`config.mk`:
```
export PLATFORM = sky130hd
export DESIGN_NAME = branch_resolve_q
export DESIGN_NICKNAME = d
export VERILOG_FILES = /design/src/rtl/branch_resolve_q.sv
export SDC_FILE = /design/constraint.sdc
export NUM_CORES = 1
export LEC_CHECK = 0
export ABC_AREA = 1
export ABC_CLOCK_PERIOD_IN_PS = 3000
export CAP_MARGIN = 20
export CORE_MARGIN = 2
export CORE_UTILIZATION = 40
export DETAILED_ROUTE_END_ITERATION = 6
export HOLD_SLACK_MARGIN = 0.06
export RECOVER_POWER = 100
export SETUP_SLACK_MARGIN = 0.05
export SYNTH_ARGS = -nofsm -noshare
export SYNTH_HDL_FRONTEND = slang
export SYNTH_SLANG_ARGS = --single-unit
```
`constraint.sdc`:
```
create_clock -name clk -period 3 [get_ports clk]
set_input_delay 0.9 -clock clk [delete_from_list [all_inputs] [get_ports clk]]
set_output_delay 0.9 -clock clk [all_outputs]
set_load 0.05 [all_outputs]
```
`src/rtl/branch_resolve_q.sv`:
```
`default_nettype none
// ============================================================================
//  Module      : branch_resolve_q
//  Description : Collects resolved branch/jump outcomes from the execute stage
//                and presents at most one mispredict to recovery_ctrl.
//                Predict-not-taken: every resolved-taken branch is a
//                mispredict. While one mispredict is being held, the oldest
//                strictly-older taken event is parked and issued after the
//                current flush completes. Younger or equal-age events are
//                dropped, because that flush kills them.
//
//  Parameters  : ROB_W          ROB tag width (age = (tag - rob_head_i) mod 2**ROB_W)
//
//  Ports       : clk            clock, all state on posedge
//                rst_n          asynchronous, active-low reset
//                br_valid_i     branch/jump resolved this cycle
//                br_taken_i     resolved taken
//                br_target_i    resolved target PC
//                br_tag_i       ROB tag of the branch
//                rob_head_i     current ROB head tag (oldest in flight)
//                flush_i        flush pulse from recovery_ctrl
//                mispredict_o   level to recovery_ctrl
//                target_pc_o    redirect PC, stable while mispredict_o=1
//                recover_tag_o  tag of mispredicting branch, stable while mispredict_o=1
//                busy_o         registered: state != IDLE or a parked event exists
//                mp_count_o     (BRQ_STATS_EN only) number of mispredicts issued
//                drop_count_o   (BRQ_STATS_EN only) number of taken events dropped
//
//  Config      : define BRQ_STATS_EN to add the two statistics counters.
//
//  Revision    : 1.0  initial release
// ============================================================================
module branch_resolve_q #(
    parameter int ROB_W = 6
) (
    input  logic             clk,
    input  logic             rst_n,
    input  logic             br_valid_i,
    input  logic             br_taken_i,
    input  logic [31:0]      br_target_i,
    input  logic [ROB_W-1:0] br_tag_i,
    input  logic [ROB_W-1:0] rob_head_i,
    input  logic             flush_i,
    output logic             mispredict_o,
    output logic [31:0]      target_pc_o,
    output logic [ROB_W-1:0] recover_tag_o,
    output logic             busy_o
`ifdef BRQ_STATS_EN
    ,
    output logic [31:0]      mp_count_o,
    output logic [31:0]      drop_count_o
`endif
);

    typedef enum logic [1:0] {
        ST_IDLE = 2'd0,
        ST_HOLD = 2'd1,
        ST_GAP  = 2'd2
    } state_t;

    state_t           r_state;
    logic             r_mispredict;
    logic             r_busy;
    logic [31:0]      r_held_tgt;
    logic [ROB_W-1:0] r_held_tag;
    logic             r_pend_v;
    logic [31:0]      r_pend_tgt;
    logic [ROB_W-1:0] r_pend_tag;
    logic [ROB_W-1:0] r_last_tag;

    // ------------------------------------------------------------------------
    // Age comparison. All ages are taken relative to this cycle's ROB head so
    // tag wrap-around falls out of the modular subtraction. Equal age is
    // treated as "not older".
    // ------------------------------------------------------------------------
    logic             w_event;
    logic [ROB_W-1:0] w_age_evt;
    logic [ROB_W-1:0] w_age_held;
    logic [ROB_W-1:0] w_age_pend;
    logic [ROB_W-1:0] w_age_last;
    logic             w_older_held;
    logic             w_older_pend;
    logic             w_older_last;
    logic             w_pend_win;
    logic             w_hold_accept;
    logic             w_gap_accept;
    logic             w_gap_pend_v;
    logic [31:0]      w_gap_pend_tgt;
    logic [ROB_W-1:0] w_gap_pend_tag;

    assign w_event      = br_valid_i & br_taken_i;
    assign w_age_evt    = br_tag_i   - rob_head_i;
    assign w_age_held   = r_held_tag - rob_head_i;
    assign w_age_pend   = r_pend_tag - rob_head_i;
    assign w_age_last   = r_last_tag - rob_head_i;
    assign w_older_held = (w_age_evt < w_age_held);
    assign w_older_pend = (w_age_evt < w_age_pend);
    assign w_older_last = (w_age_evt < w_age_last);

    // Oldest-wins into the single parking slot.
    assign w_pend_win    = ~r_pend_v | w_older_pend;
    assign w_hold_accept = w_event & w_older_held & w_pend_win;
    assign w_gap_accept  = w_event & w_older_last & w_pend_win;

    // Parking slot contents after this cycle's merge in GAP; GAP decides
    // its next state from these so an event arriving in the GAP cycle
    // itself can be issued immediately afterwards.
    assign w_gap_pend_v   = r_pend_v | w_gap_accept;
    assign w_gap_pend_tgt = w_gap_accept ? br_target_i : r_pend_tgt;
    assign w_gap_pend_tag = w_gap_accept ? br_tag_i    : r_pend_tag;

    // ------------------------------------------------------------------------
    // Control FSM with registered outputs.
    // ------------------------------------------------------------------------
    always_ff @(posedge clk or negedge rst_n) begin
        if (!rst_n) begin
            r_state      <= ST_IDLE;
            r_mispredict <= 1'b0;
            r_busy       <= 1'b0;
            r_held_tgt   <= 32'd0;
            r_held_tag   <= '0;
            r_pend_v     <= 1'b0;
            r_pend_tgt   <= 32'd0;
            r_pend_tag   <= '0;
            r_last_tag   <= '0;
        end else begin
            case (r_state)
                ST_IDLE: begin
                    // Parking slot is always empty here: GAP only falls back
                    // to IDLE when nothing is parked. flush_i is ignored.
                    if (w_event) begin
                        r_held_tgt   <= br_target_i;
                        r_held_tag   <= br_tag_i;
                        r_mispredict <= 1'b1;
                        r_busy       <= 1'b1;
                        r_state      <= ST_HOLD;
                    end
                end

                ST_HOLD: begin
                    // Held values stay frozen: recovery_ctrl may sample them
                    // on any cycle while mispredict_o is high.
                    if (w_hold_accept) begin
                        r_pend_v   <= 1'b1;
                        r_pend_tgt <= br_target_i;
                        r_pend_tag <= br_tag_i;
                    end
                    if (flush_i) begin
                        r_last_tag   <= r_held_tag;
                        r_mispredict <= 1'b0;
                        r_state      <= ST_GAP;
                    end
                end

                ST_GAP: begin
                    // One low cycle on mispredict_o so recovery_ctrl always
                    // sees a fresh rising edge for the next mispredict.
                    if (w_gap_pend_v) begin
                        r_held_tgt   <= w_gap_pend_tgt;
                        r_held_tag   <= w_gap_pend_tag;
                        r_pend_v     <= 1'b0;
                        r_mispredict <= 1'b1;
                        r_busy       <= 1'b1;
                        r_state      <= ST_HOLD;
                    end else begin
                        r_busy       <= 1'b0;
                        r_state      <= ST_IDLE;
                    end
                end

                default: begin
                    r_mispredict <= 1'b0;
                    r_busy       <= 1'b0;
                    r_pend_v     <= 1'b0;
                    r_state      <= ST_IDLE;
                end
            endcase
        end
    end

    assign mispredict_o  = r_mispredict;
    assign target_pc_o   = r_held_tgt;
    assign recover_tag_o = r_held_tag;
    assign busy_o        = r_busy;

`ifdef BRQ_STATS_EN
    // ------------------------------------------------------------------------
    // Statistics. A taken event counts as dropped when it does not end up in
    // the parking slot (too young, or beaten by an older parked event).
    // ------------------------------------------------------------------------
    logic        w_enter_hold;
    logic        w_drop;
    logic [31:0] r_mp_count;
    logic [31:0] r_drop_count;

    assign w_enter_hold = ((r_state == ST_IDLE) & w_event) |
                          ((r_state == ST_GAP)  & w_gap_pend_v);
    assign w_drop       = ((r_state == ST_HOLD) & w_event & ~w_hold_accept) |
                          ((r_state == ST_GAP)  & w_event & ~w_gap_accept);

    always_ff @(posedge clk or negedge rst_n) begin
        if (!rst_n) begin
            r_mp_count   <= 32'd0;
            r_drop_count <= 32'd0;
        end else begin
            if (w_enter_hold) begin
                r_mp_count <= r_mp_count + 32'd1;
            end
            if (w_drop) begin
                r_drop_count <= r_drop_count + 32'd1;
            end
        end
    end

    assign mp_count_o   = r_mp_count;
    assign drop_count_o = r_drop_count;
`endif

endmodule
`default_nettype wire
```
==> results.ini, run 1 <==
[power_and_ir_drop]
static_leakage_power_uw=0.00420
power_per_standard_cell_area_mw_per_mm2=1050
total_power_uw=8630
ir_drop_mv=0.557

[grt]
grt_pass1_wl_microns=23600
groute.usage.overall_pct=22.2
antenna_violations_before_repair=0
pin_count_of_the_biggest_net_entering_global_routing=40
grt_pass1_vias=4969
globalRouteOverflowTotal=0

[detailed_routing]
detail_route.wirelength.met1_microns=6930
top_layer_used=met4
ant_nets=0
drt_iter0_markers=295
route.final.wire_length_microns=16500
detail_route.wl_per_cell_microns=16.2
dr_wl_met2_microns=8130
vias_per_cell=4.99
total_number_of_vias=5094
drt_pass1_iterations=5
met3WireLength_microns=1120
drc=0

[worst_setup_path]
timing.critical_path.buf_inv=8
crit_path_cell_trace=buf_6, clkinvlp_4, buf_12, buf_8, fa_1, inv_1, ha_1, o21a_1, nor2_2, o21ai_2, and2_4, o22ai_2, nand4_1, buf_8, buf_6, buf_12, o21ai_2
ff2ff_setup_slack_ns=-0.12
crit_fanout=9
setup.worst_path.start_class=primary input
critical_path.endpoint_type=flip-flop
path_delay_family=buffers and inverters
cpMaxStageDelayCell=sky130_fd_sc_hd__fa_1
worst-endpoint-arrival_ns=3.56
rr_worst_depth=19
cp.required_ns=3.26
cpPeakStageDelay_ns=0.54
critical_path.reg2reg.startpoint=r_pend_tag[0]$_DFFE_PN0P_
worst-setup-path-type=in -> reg
reg2reg_capture_point=r_pend_tgt[5]$_DFFE_PN0P_

[synth]
yosys_register_bits=87
post_synth.cell_area_avg_sq_um=7.53
area_share_of_and_or_nand_nor_cells_after_synthesis_pct=29.2
synth_top_family_by_area=simple AND/OR/NAND/NOR gates
synth_compound_area_share_pct=7.05
syn_inst=679
synthesis.nets=765
synth-warning-count=0
yosys.area_share.adder_pct=9.64
synth_seq_area_share_pct=42.6
mappedNetlistArea_sq_mm=0.00511
muxShareOfSynthArea_pct=0
synthXorXnorAreaFrac_pct=2.57
synth.distinct_cells=29

[finish]
filler_free_cell_count_of_the_finished_design=1020
final_layout_size_suffix_gt1_share_pct=30.7
area_growth_syn_to_layout_pct=61.2
diode_insertion_count_for_antenna_repair=0
final_design_area_no_fill_sq_mm=0.00825
filler_cell_count=975
layout.nets=930
layout.cells.most_common=sky130_fd_sc_hd__nand2_1
layout_common_cells=241 x sky130_fd_sc_hd__nand2_1, 87 x sky130_fd_sc_hd__dfrtp_1, 61 x sky130_fd_sc_hd__inv_1

[hold_path]
worstHoldPathCells=2
start_point_of_the_worst_hold_path=target_pc_o[4]$_DFFE_PN0P_
hold_path_class=reg -> reg
timing.hold.worst_endpoint=target_pc_o[4]$_DFFE_PN0P_

[outcome]
outcome=complete, but fails checks
failing_checks=capacitance limit, slew limit, setup timing

[floorplanning]
chipWidth_microns=117
core-area_sq_mm=0.0126
design.portCount=89
start_util_pct=40.7
chipHeight_microns=117
area_enclosed_by_the_die_boundary_sq_mm=0.0137
row_count=41

[flow_run]
max_cap_viol_count=1

[placed_design]
placed_cells_incl_taps=964
numPortBuffers=88
post_dp_cell_area_sq_mm=0.00650
place.detailed.hpwl_microns=9420
gpl.final_weighted_congestion=0.839

[sta]
skew_ns=0.00809
slew-limit-headroom_pct=-43.0
tightest_slew_ns=2.15
layout_worst_path_cycle_share_pct=110
final.setup.tns_ns=-17.23
timing.final.crit_period_ns=3.30
finalHoldViolCount=0
max_freq_mhz=303
final_max_slew_viol_count=39
grt_setup_unrepaired=true
setup_viol=80
final_critical_path_setup_slack_ns=-0.300

[clocking]
clk_root_buffer_cell=sky130_fd_sc_hd__clkbuf_16
clock_path_buffers=2
cts_num_sinks=87
number_of_buffers_inserted_during_clock_tree_synthesis=9
clock_tree_from_tritoncts=yes
cts_htree_levels=3
clk_pin_slew_worst_paths_ns=0.07
clk_latency_ns=0.34

cells by family (layout without fill, tap and decap cells):
kind of cell	after synthesis	count (layout)
AND/OR/NAND/NOR	371	371
adder cells (fa/ha/maj)	37	37
flip-flops	87	87
AO/OA/AOI/OAI	68	68
XOR/XNOR	15	15
buffers and inverters	101	270
flip-flops by register name, summed over array words and instances, names as in the netlist:
| signal | cells |
|---|---|
| busy_o | 1 |
| mispredict_o | 1 |
| r_last_tag | 6 |
| r_pend_tag | 6 |
| r_pend_tgt | 32 |
| r_pend_v | 1 |
| r_state | 2 |
| recover_tag_o | 6 |
| target_pc_o | 32 |
through the flow:
stage | hold WS, ns | setup slack [ns] | util [%]
after global routing | 0.491 | -0.399 | 65.6
after global placement | 0.463 | -1.09 | 51.8
after detailed placement | 0.461 | -1.20 | 51.8
after CTS | 0.483 | -0.204 | 59.4
after floorplan | 0.446 | -0.254 | -
final | 0.467 | -0.300 | 65.6
report_power, final:
group          total, uW  internal [uW]  leakage, uW  switching [uW]
logic               5250           2230      0.00295            3020
registers           2090           1700      0.00109             385
clock network       1300            818     0.000164             480
total               8630           4750      0.00420            3880
layer usage:
layer	up-vias	GRT usage (%)
met5	-	0
met4	0	7.45
met3	34	5.20
met2	173	37.3
met1	2417	28.4
li1	2470	-
layout make-up:
cell class,count,area (sq um),area share (%)
multi-input cells,491,3170,38.4
flip-flops and latches,87,2180,26.4
repair buffers,183,2060,25.0
inverters,72,284,3.44
clock buffers,9,225,2.73
well taps,172,215,2.61
clock inverters,6,118,1.43
worst max-delay path by stage:
stage	start	endpoint	slack (ns)	cells after the start
after floorplan	rob_head_i[1]	recover_tag_o[3]$_DFFE_PN0P_	-0.25	22
after global placement	rob_head_i[1]	r_pend_tgt[30]$_DFFE_PN0P_	-1.09	14
after detailed placement	rob_head_i[1]	target_pc_o[9]$_DFFE_PN0P_	-1.20	21
after CTS	rob_head_i[1]	target_pc_o[27]$_DFFE_PN0P_	-0.20	25
after global routing	rob_head_i[1]	target_pc_o[31]$_DFFE_PN0P_	-0.40	25
final	rob_head_i[1]	r_pend_tgt[5]$_DFFE_PN0P_	-0.30	17
worst min-delay path, stage by stage, from the launching register on:
cell and delay [ns]:
sky130_fd_sc_hd__dfrtp_1 0.34, sky130_fd_sc_hd__nand2_1 0.05, sky130_fd_sc_hd__nand2_1 0.05
repair_timing:
| action | 4_1_cts | 5_1_grt |
|---|---|---|
| cloned | 5 | 13 |
| buffers inserted | 21 | 4 |
| endpoints found under the setup margin | 80 | 80 |
| resized for setup | 109 | 137 |
| pin swaps | 28 | 39 |
| hold buffers | 0 | 0 |
cells in the mapped netlist:
master | count | share of area (%)
sky130_fd_sc_hd__a21boi_0 | 1 | 0.15
sky130_fd_sc_hd__a21oi_1 | 14 | 1.4
sky130_fd_sc_hd__a21oi_2 | 1 | 0.17
sky130_fd_sc_hd__a31oi_1 | 2 | 0.24
sky130_fd_sc_hd__and2_0 | 1 | 0.12
sky130_fd_sc_hd__buf_1 | 1 | 0.073
sky130_fd_sc_hd__buf_2 | 8 | 0.78
sky130_fd_sc_hd__buf_4 | 3 | 0.44
sky130_fd_sc_hd__buf_6 | 8 | 1.8
sky130_fd_sc_hd__clkbuf_1 | 9 | 0.66
sky130_fd_sc_hd__dfrtp_1 | 87 | 43
sky130_fd_sc_hd__fa_1 | 4 | 1.6
sky130_fd_sc_hd__ha_1 | 33 | 8.1
sky130_fd_sc_hd__inv_1 | 70 | 5.1
sky130_fd_sc_hd__inv_2 | 2 | 0.15
sky130_fd_sc_hd__nand2_1 | 300 | 22
sky130_fd_sc_hd__nand2_2 | 2 | 0.24
sky130_fd_sc_hd__nand3_1 | 52 | 5.1
sky130_fd_sc_hd__nand3_2 | 2 | 0.39
sky130_fd_sc_hd__nand4_1 | 6 | 0.73
sky130_fd_sc_hd__nor2_1 | 8 | 0.59
sky130_fd_sc_hd__o211ai_1 | 1 | 0.15
sky130_fd_sc_hd__o21a_1 | 2 | 0.29
sky130_fd_sc_hd__o21ai_0 | 30 | 2.9
sky130_fd_sc_hd__o21ai_1 | 15 | 1.5
sky130_fd_sc_hd__o21bai_1 | 1 | 0.15
sky130_fd_sc_hd__o22ai_1 | 1 | 0.12
sky130_fd_sc_hd__xnor2_1 | 9 | 1.5
sky130_fd_sc_hd__xor2_1 | 6 | 1.0
No activity file was read; power rests on OpenSTA's default activity.
==> inputs of run 2 (changes only) <==
ABC_CLOCK_PERIOD_IN_PS = 4250   (was 3000)
clock period = 4.25 ns   (was 3 ns; I/O delays follow)
==> run 2 against run 1 <==
The flow finishes with violations (capacitance limit, slew limit). Non-clock buffer count fell by 57. Utilization fell by 11 points. Setup slack gained 0.55 ns. Die area unchanged. Combinational power down 47%. Sequential share of layout area increased by 5.5 points. Largest cell class unchanged. Largest power group unchanged.
==> results.ini, run 2 (synthesized netlist as in run 1, its figures left out) <==
[sta]
final.setup.tns_ns=0
timing.final.crit_period_ns=4.00
skew_ns=0.00853
layout_worst_path_cycle_share_pct=94.1
tightest_slew_ns=1.60
finalHoldViolCount=0
slew-limit-headroom_pct=-6.49
final_max_slew_viol_count=65
final_critical_path_setup_slack_ns=0.252
grt_setup_unrepaired=false
setup_viol=0
max_freq_mhz=250

[finish]
final_layout_size_suffix_gt1_share_pct=9.72
final_core_util_pct=54.3
layout.cells.most_common=sky130_fd_sc_hd__nand2_1
area_growth_syn_to_layout_pct=33.5
layout_common_cells=300 x sky130_fd_sc_hd__nand2_1, 87 x sky130_fd_sc_hd__dfrtp_1, 67 x sky130_fd_sc_hd__inv_1
layout.nets=873
diode_insertion_count_for_antenna_repair=0
final_design_area_no_fill_sq_mm=0.00683

[placed_design]
place_ws_ns=-0.247
place.detailed.hpwl_microns=9320
gpl.final_weighted_congestion=0.883
post_dp_cell_area_sq_mm=0.00630
numPortBuffers=88

[worst_setup_path]
worst_setup_path_startpoint=rob_head_i[1]
setup.worst_path.start_class=primary input
rr_worst_depth=20
worst-endpoint-arrival_ns=4.29
cp.required_ns=4.54
critical_path.endpoint_type=flip-flop
crit_fanout=7
worst-setup-path-type=in -> reg
critical_path.reg2reg.startpoint=r_pend_tag[0]$_DFFE_PN0P_

[outcome]
failing_checks=capacitance limit, slew limit
outcome=complete, but fails checks

[detailed_routing]
drt_pass1_iterations=5
total_number_of_vias=4644
drt_iter0_markers=225
detail_route.wl_per_cell_microns=13.7
route.final.wire_length_microns=13200
drc=0
ant_nets=0
vias_per_cell=4.82

[floorplanning]
chipWidth_microns=117
design.portCount=89
start_util_pct=40.7
row_count=41
area_enclosed_by_the_die_boundary_sq_mm=0.0137
chipHeight_microns=117
core-area_sq_mm=0.0126

[grt]
grt_pass1_wl_microns=21100
antenna_violations_before_repair=0
groute.usage.overall_pct=20.0
pin_count_of_the_biggest_net_entering_global_routing=65
globalRouteOverflowTotal=0
grt_pass1_vias=4445

[flow_run]
max_cap_viol_count=1

[clocking]
clk_pin_slew_worst_paths_ns=0.06
clock_path_buffers=2
clock_tree_from_tritoncts=yes
number_of_buffers_inserted_during_clock_tree_synthesis=9
clk_root_buffer_cell=sky130_fd_sc_hd__clkbuf_16
clk_latency_ns=0.35
cts_num_sinks=87
holdBufCountCts=0
cts_htree_levels=3

[power_and_ir_drop]
total_power_uw=5020
ir_drop_mv=0.307
static_leakage_power_uw=0.00366
power_per_standard_cell_area_mw_per_mm2=734

[hold_path]
worstHoldPathCells=2
start_point_of_the_worst_hold_path=target_pc_o[1]$_DFFE_PN0P_
hold_path_class=reg -> reg

## run 2: final cells by class
class,instances,area [sq um]
timing repair buffer,126,1260
fill,1175,5740
inverter,72,270
multi-input combinational,491,2600
clock buffer,10,239
clock inverter,6,68.8
sequential,87,2180
tap,172,215
## run 2: per-layer routing
metal  GRT usage (%)  wire length (microns)  part of all wire, %  up-vias
met1            27.2                   6190                   47     2197
li1                -                      -                    -     2348
met4            6.59                    142                  1.1        0
met5               0                      0                    0        -
met2            31.9                   6370                   48       88
met3            4.53                    522                  3.9       11
## run 2: where the power goes
group / leakage, uW / switching, uW / internal (uW)
combinational: 0.00242 / 1750 / 1010
clock: 0.000149 / 338 / 474
sequential: 0.00109 / 241 / 1200
## run 2: final timing paths
path	end	slack, ns
max	recover_tag_o[3]$_DFFE_PN0P_	0.25
min	target_pc_o[1]$_DFFE_PN0P_	0.47
max reg2reg	target_pc_o[3]$_DFFE_PN0P_	1.20
min reg2reg	target_pc_o[1]$_DFFE_PN0P_	0.47
max in group asynchronous	target_pc_o[2]$_DFFE_PN0P_	1.50
min in group asynchronous	target_pc_o[24]$_DFFE_PN0P_	1.33
## run 2: worst max-delay path, cell delays in order
cell and delay, ns:
sky130_fd_sc_hd__clkdlybuf4s50_1 0.47, sky130_fd_sc_hd__inv_2 0.08, sky130_fd_sc_hd__buf_4 0.17, sky130_fd_sc_hd__ha_1 0.32
sky130_fd_sc_hd__a31oi_2 0.22, sky130_fd_sc_hd__xor2_1 0.19, sky130_fd_sc_hd__ha_1 0.27, sky130_fd_sc_hd__a21oi_1 0.19
sky130_fd_sc_hd__a21boi_2 0.10, sky130_fd_sc_hd__nand3_2 0.09, sky130_fd_sc_hd__nand4_1 0.25, sky130_fd_sc_hd__nand2_4 0.26
sky130_fd_sc_hd__clkbuf_16 0.19, sky130_fd_sc_hd__nand2_1 0.05, sky130_fd_sc_hd__nand2_1 0.06, sky130_fd_sc_hd__nand2_1 0.05
sky130_fd_sc_hd__nand2_1 0.05
## run 2: stage by stage
stage	hold WS [ns]	instances
final	0.469	964
after global routing	0.499	964
after detailed placement	0.464	942
after CTS	0.484	958
after global placement	0.461	942
after floorplan	0.446	679
## run 2: repair_timing
item | in CTS | in global routing
resized for setup | 0 | 30
buffers inserted | 0 | 2
setup endpoints to repair | 0 | 77
==> inputs of run 3 (changes only) <==
CORE_ASPECT_RATIO = 0.9   (was not set)
CORE_MARGIN = not set   (was 2)
CORE_UTILIZATION = 45   (was 40)
PLACE_DENSITY = 0.7   (was not set)
==> run 3 against run 2 <==
The flow still finishes with violations (capacitance limit, slew limit). Total power is essentially flat. Final area shrank 0.27%. Combinational power is essentially flat. Die area shrank 14%. Critical path type unchanged. Largest cell class unchanged. Highest routed layer unchanged.
==> results.ini, run 3 (synthesized netlist as in run 1, its figures left out) <==
[sta]
finalHoldViolCount=0
final_max_slew_viol_count=61
setup_viol=0
timing.final.crit_period_ns=4.05
skew_ns=0.00522
max_freq_mhz=247
grt_setup_unrepaired=true
slew-limit-headroom_pct=-0.380
final_critical_path_setup_slack_ns=0.198
layout_worst_path_cycle_share_pct=95.3
tightest_slew_ns=1.51

[floorplanning]
core-area_sq_mm=0.0109
chipWidth_microns=114
start_util_pct=46.7
design.portCount=89
area_enclosed_by_the_die_boundary_sq_mm=0.0118
row_count=36
chipHeight_microns=103

[clocking]
clock_path_buffers=2
cts_htree_levels=3
holdBufCountCts=0
clk_root_buffer_cell=sky130_fd_sc_hd__clkbuf_16
cts_num_sinks=87
clock_tree_from_tritoncts=yes
clk_pin_slew_worst_paths_ns=0.07
clk_latency_ns=0.36
number_of_buffers_inserted_during_clock_tree_synthesis=9

[detailed_routing]
detail_route.wl_per_cell_microns=13.7
vias_per_cell=4.90
drt_pass1_iterations=5
drt_iter0_markers=173
ant_nets=0
route.final.wire_length_microns=12900
total_number_of_vias=4619
drc=0

[placed_design]
place.detailed.hpwl_microns=8780
placed_cells_incl_taps=919
place_ws_ns=-0.342
gpl.final_weighted_congestion=0.875
numPortBuffers=88

[worst_setup_path]
worst-endpoint-arrival_ns=4.35
worst-setup-path-type=in -> reg
crit_fanout=11
cp.required_ns=4.55
setup.worst_path.start_class=primary input
critical_path.endpoint_type=flip-flop

[power_and_ir_drop]
share_comb_of_total_power_pct=54.8
power.switching_fraction_pct=46.4
power_per_standard_cell_area_mw_per_mm2=736
internal_cell_power_uw=2690
static_leakage_power_uw=0.00364
sequentialPowerShare_pct=28.7
pwr-share-clk_pct=16.5
netSwitchingPower_uw=2330
ir_drop_mv=0.326

[grt]
groute.usage.overall_pct=23.1
globalRouteOverflowTotal=0
antenna_violations_before_repair=1
grt_pass1_vias=4402
grt_pass1_wl_microns=20900
pin_count_of_the_biggest_net_entering_global_routing=88

[outcome]
failing_checks=capacitance limit, slew limit
outcome=complete, but fails checks

[finish]
layout_common_cells=297 x sky130_fd_sc_hd__nand2_1, 87 x sky130_fd_sc_hd__dfrtp_1, 66 x sky130_fd_sc_hd__inv_1
filler_free_cell_count_of_the_finished_design=943
final_core_util_pct=62.2
area_growth_syn_to_layout_pct=33.1
layout.nets=871
final_layout_size_suffix_gt1_share_pct=9.87
layout.cells.most_common=sky130_fd_sc_hd__nand2_1

[flow_run]
max_cap_viol_count=1

[hold_path]
hold_path_class=reg -> reg

==> run 3: critical path: stages <==
cell and delay (ns):
sky130_fd_sc_hd__clkdlybuf4s50_1 0.47, sky130_fd_sc_hd__inv_2 0.08, sky130_fd_sc_hd__ha_4 0.26, sky130_fd_sc_hd__a21oi_4 0.13, sky130_fd_sc_hd__nand2_1 0.08, sky130_fd_sc_hd__nand2_2 0.07, sky130_fd_sc_hd__nand2_1 0.07, sky130_fd_sc_hd__a21oi_2 0.17
sky130_fd_sc_hd__xor2_1 0.16, sky130_fd_sc_hd__ha_1 0.27, sky130_fd_sc_hd__nand2_2 0.08, sky130_fd_sc_hd__nor2_1 0.04, sky130_fd_sc_hd__o21ai_1 0.08, sky130_fd_sc_hd__o211ai_1 0.10, sky130_fd_sc_hd__nand2_1 0.12, sky130_fd_sc_hd__nand4_1 0.23
sky130_fd_sc_hd__nand2_4 0.26, sky130_fd_sc_hd__buf_6 0.17, sky130_fd_sc_hd__nand2_1 0.06, sky130_fd_sc_hd__nand2_1 0.06, sky130_fd_sc_hd__nand2_1 0.05, sky130_fd_sc_hd__nand2_1 0.05
==> run 3: layout make-up <==
class                   instances  area, sq um
well taps                     152          190
diodes                          1         2.50
repair buffers                124         1250
fillers                       976         4140
clock inverters                 5         65.1
multi-input cells             491         2610
inverters                      72          274
clock buffers                  11          243
flip-flops and latches         87         2180
==> run 3: repair_timing <==
item / 4_1_cts / 5_1_grt
cloned: 0 / 2
pin swaps: 0 / 6
gates resized for setup: 4 / 38
endpoints found under the setup margin: 29 / 77
buffers inserted: 0 / 4
==> run 3: power by group through the flow <==
stage / sequential, uW / combinational (uW) / clock [uW]
after floorplan: 2030 / 1260 / 0
after global routing: 1490 / 3040 / 882
after detailed placement: 1450 / 2690 / 0
after CTS: 1450 / 2720 / 846
after global placement: 1440 / 2610 / 0
final: 1440 / 2750 / 828
==> run 3: worst paths after layout <==
kind,start,to,slack [ns],cells after the start
max,rob_head_i[2],target_pc_o[14]$_DFFE_PN0P_,0.20,22
min,target_pc_o[2]$_DFFE_PN0P_,target_pc_o[2]$_DFFE_PN0P_,0.47,2
max reg2reg,r_pend_tag[0]$_DFFE_PN0P_,target_pc_o[14]$_DFFE_PN0P_,1.12,20
min reg2reg,target_pc_o[2]$_DFFE_PN0P_,target_pc_o[2]$_DFFE_PN0P_,0.47,2
max in group asynchronous,rst_n,r_last_tag[5]$_DFFE_PN0P_,0.80,2
min in group asynchronous,rst_n,r_last_tag[2]$_DFFE_PN0P_,1.27,1
==> run 3: layer usage <==
| layer | global-route usage (%) | share of wire [%] | routed length (microns) |
|---|---|---|---|
| met1 | 29.3 | 45 | 5760 |
| met2 | 38.8 | 49 | 6350 |
| met3 | 6.53 | 4.8 | 619 |
| met4 | 6.79 | 1.1 | 147 |
| met5 | 0 | 0 | 0 |
==> run 3: through the flow <==
stage                     power (uW)  TNS (ns)  area (sq um)  hold WS, ns
after CTS                       5010         0          6580        0.482
after floorplan                 3290         0          5110        0.446
after global placement          4050     -9.72          6260        0.460
after global routing            5410     -1.05          6810        0.498
after detailed placement        4150    -17.38          6260        0.465
final                           5010         0          6810        0.473
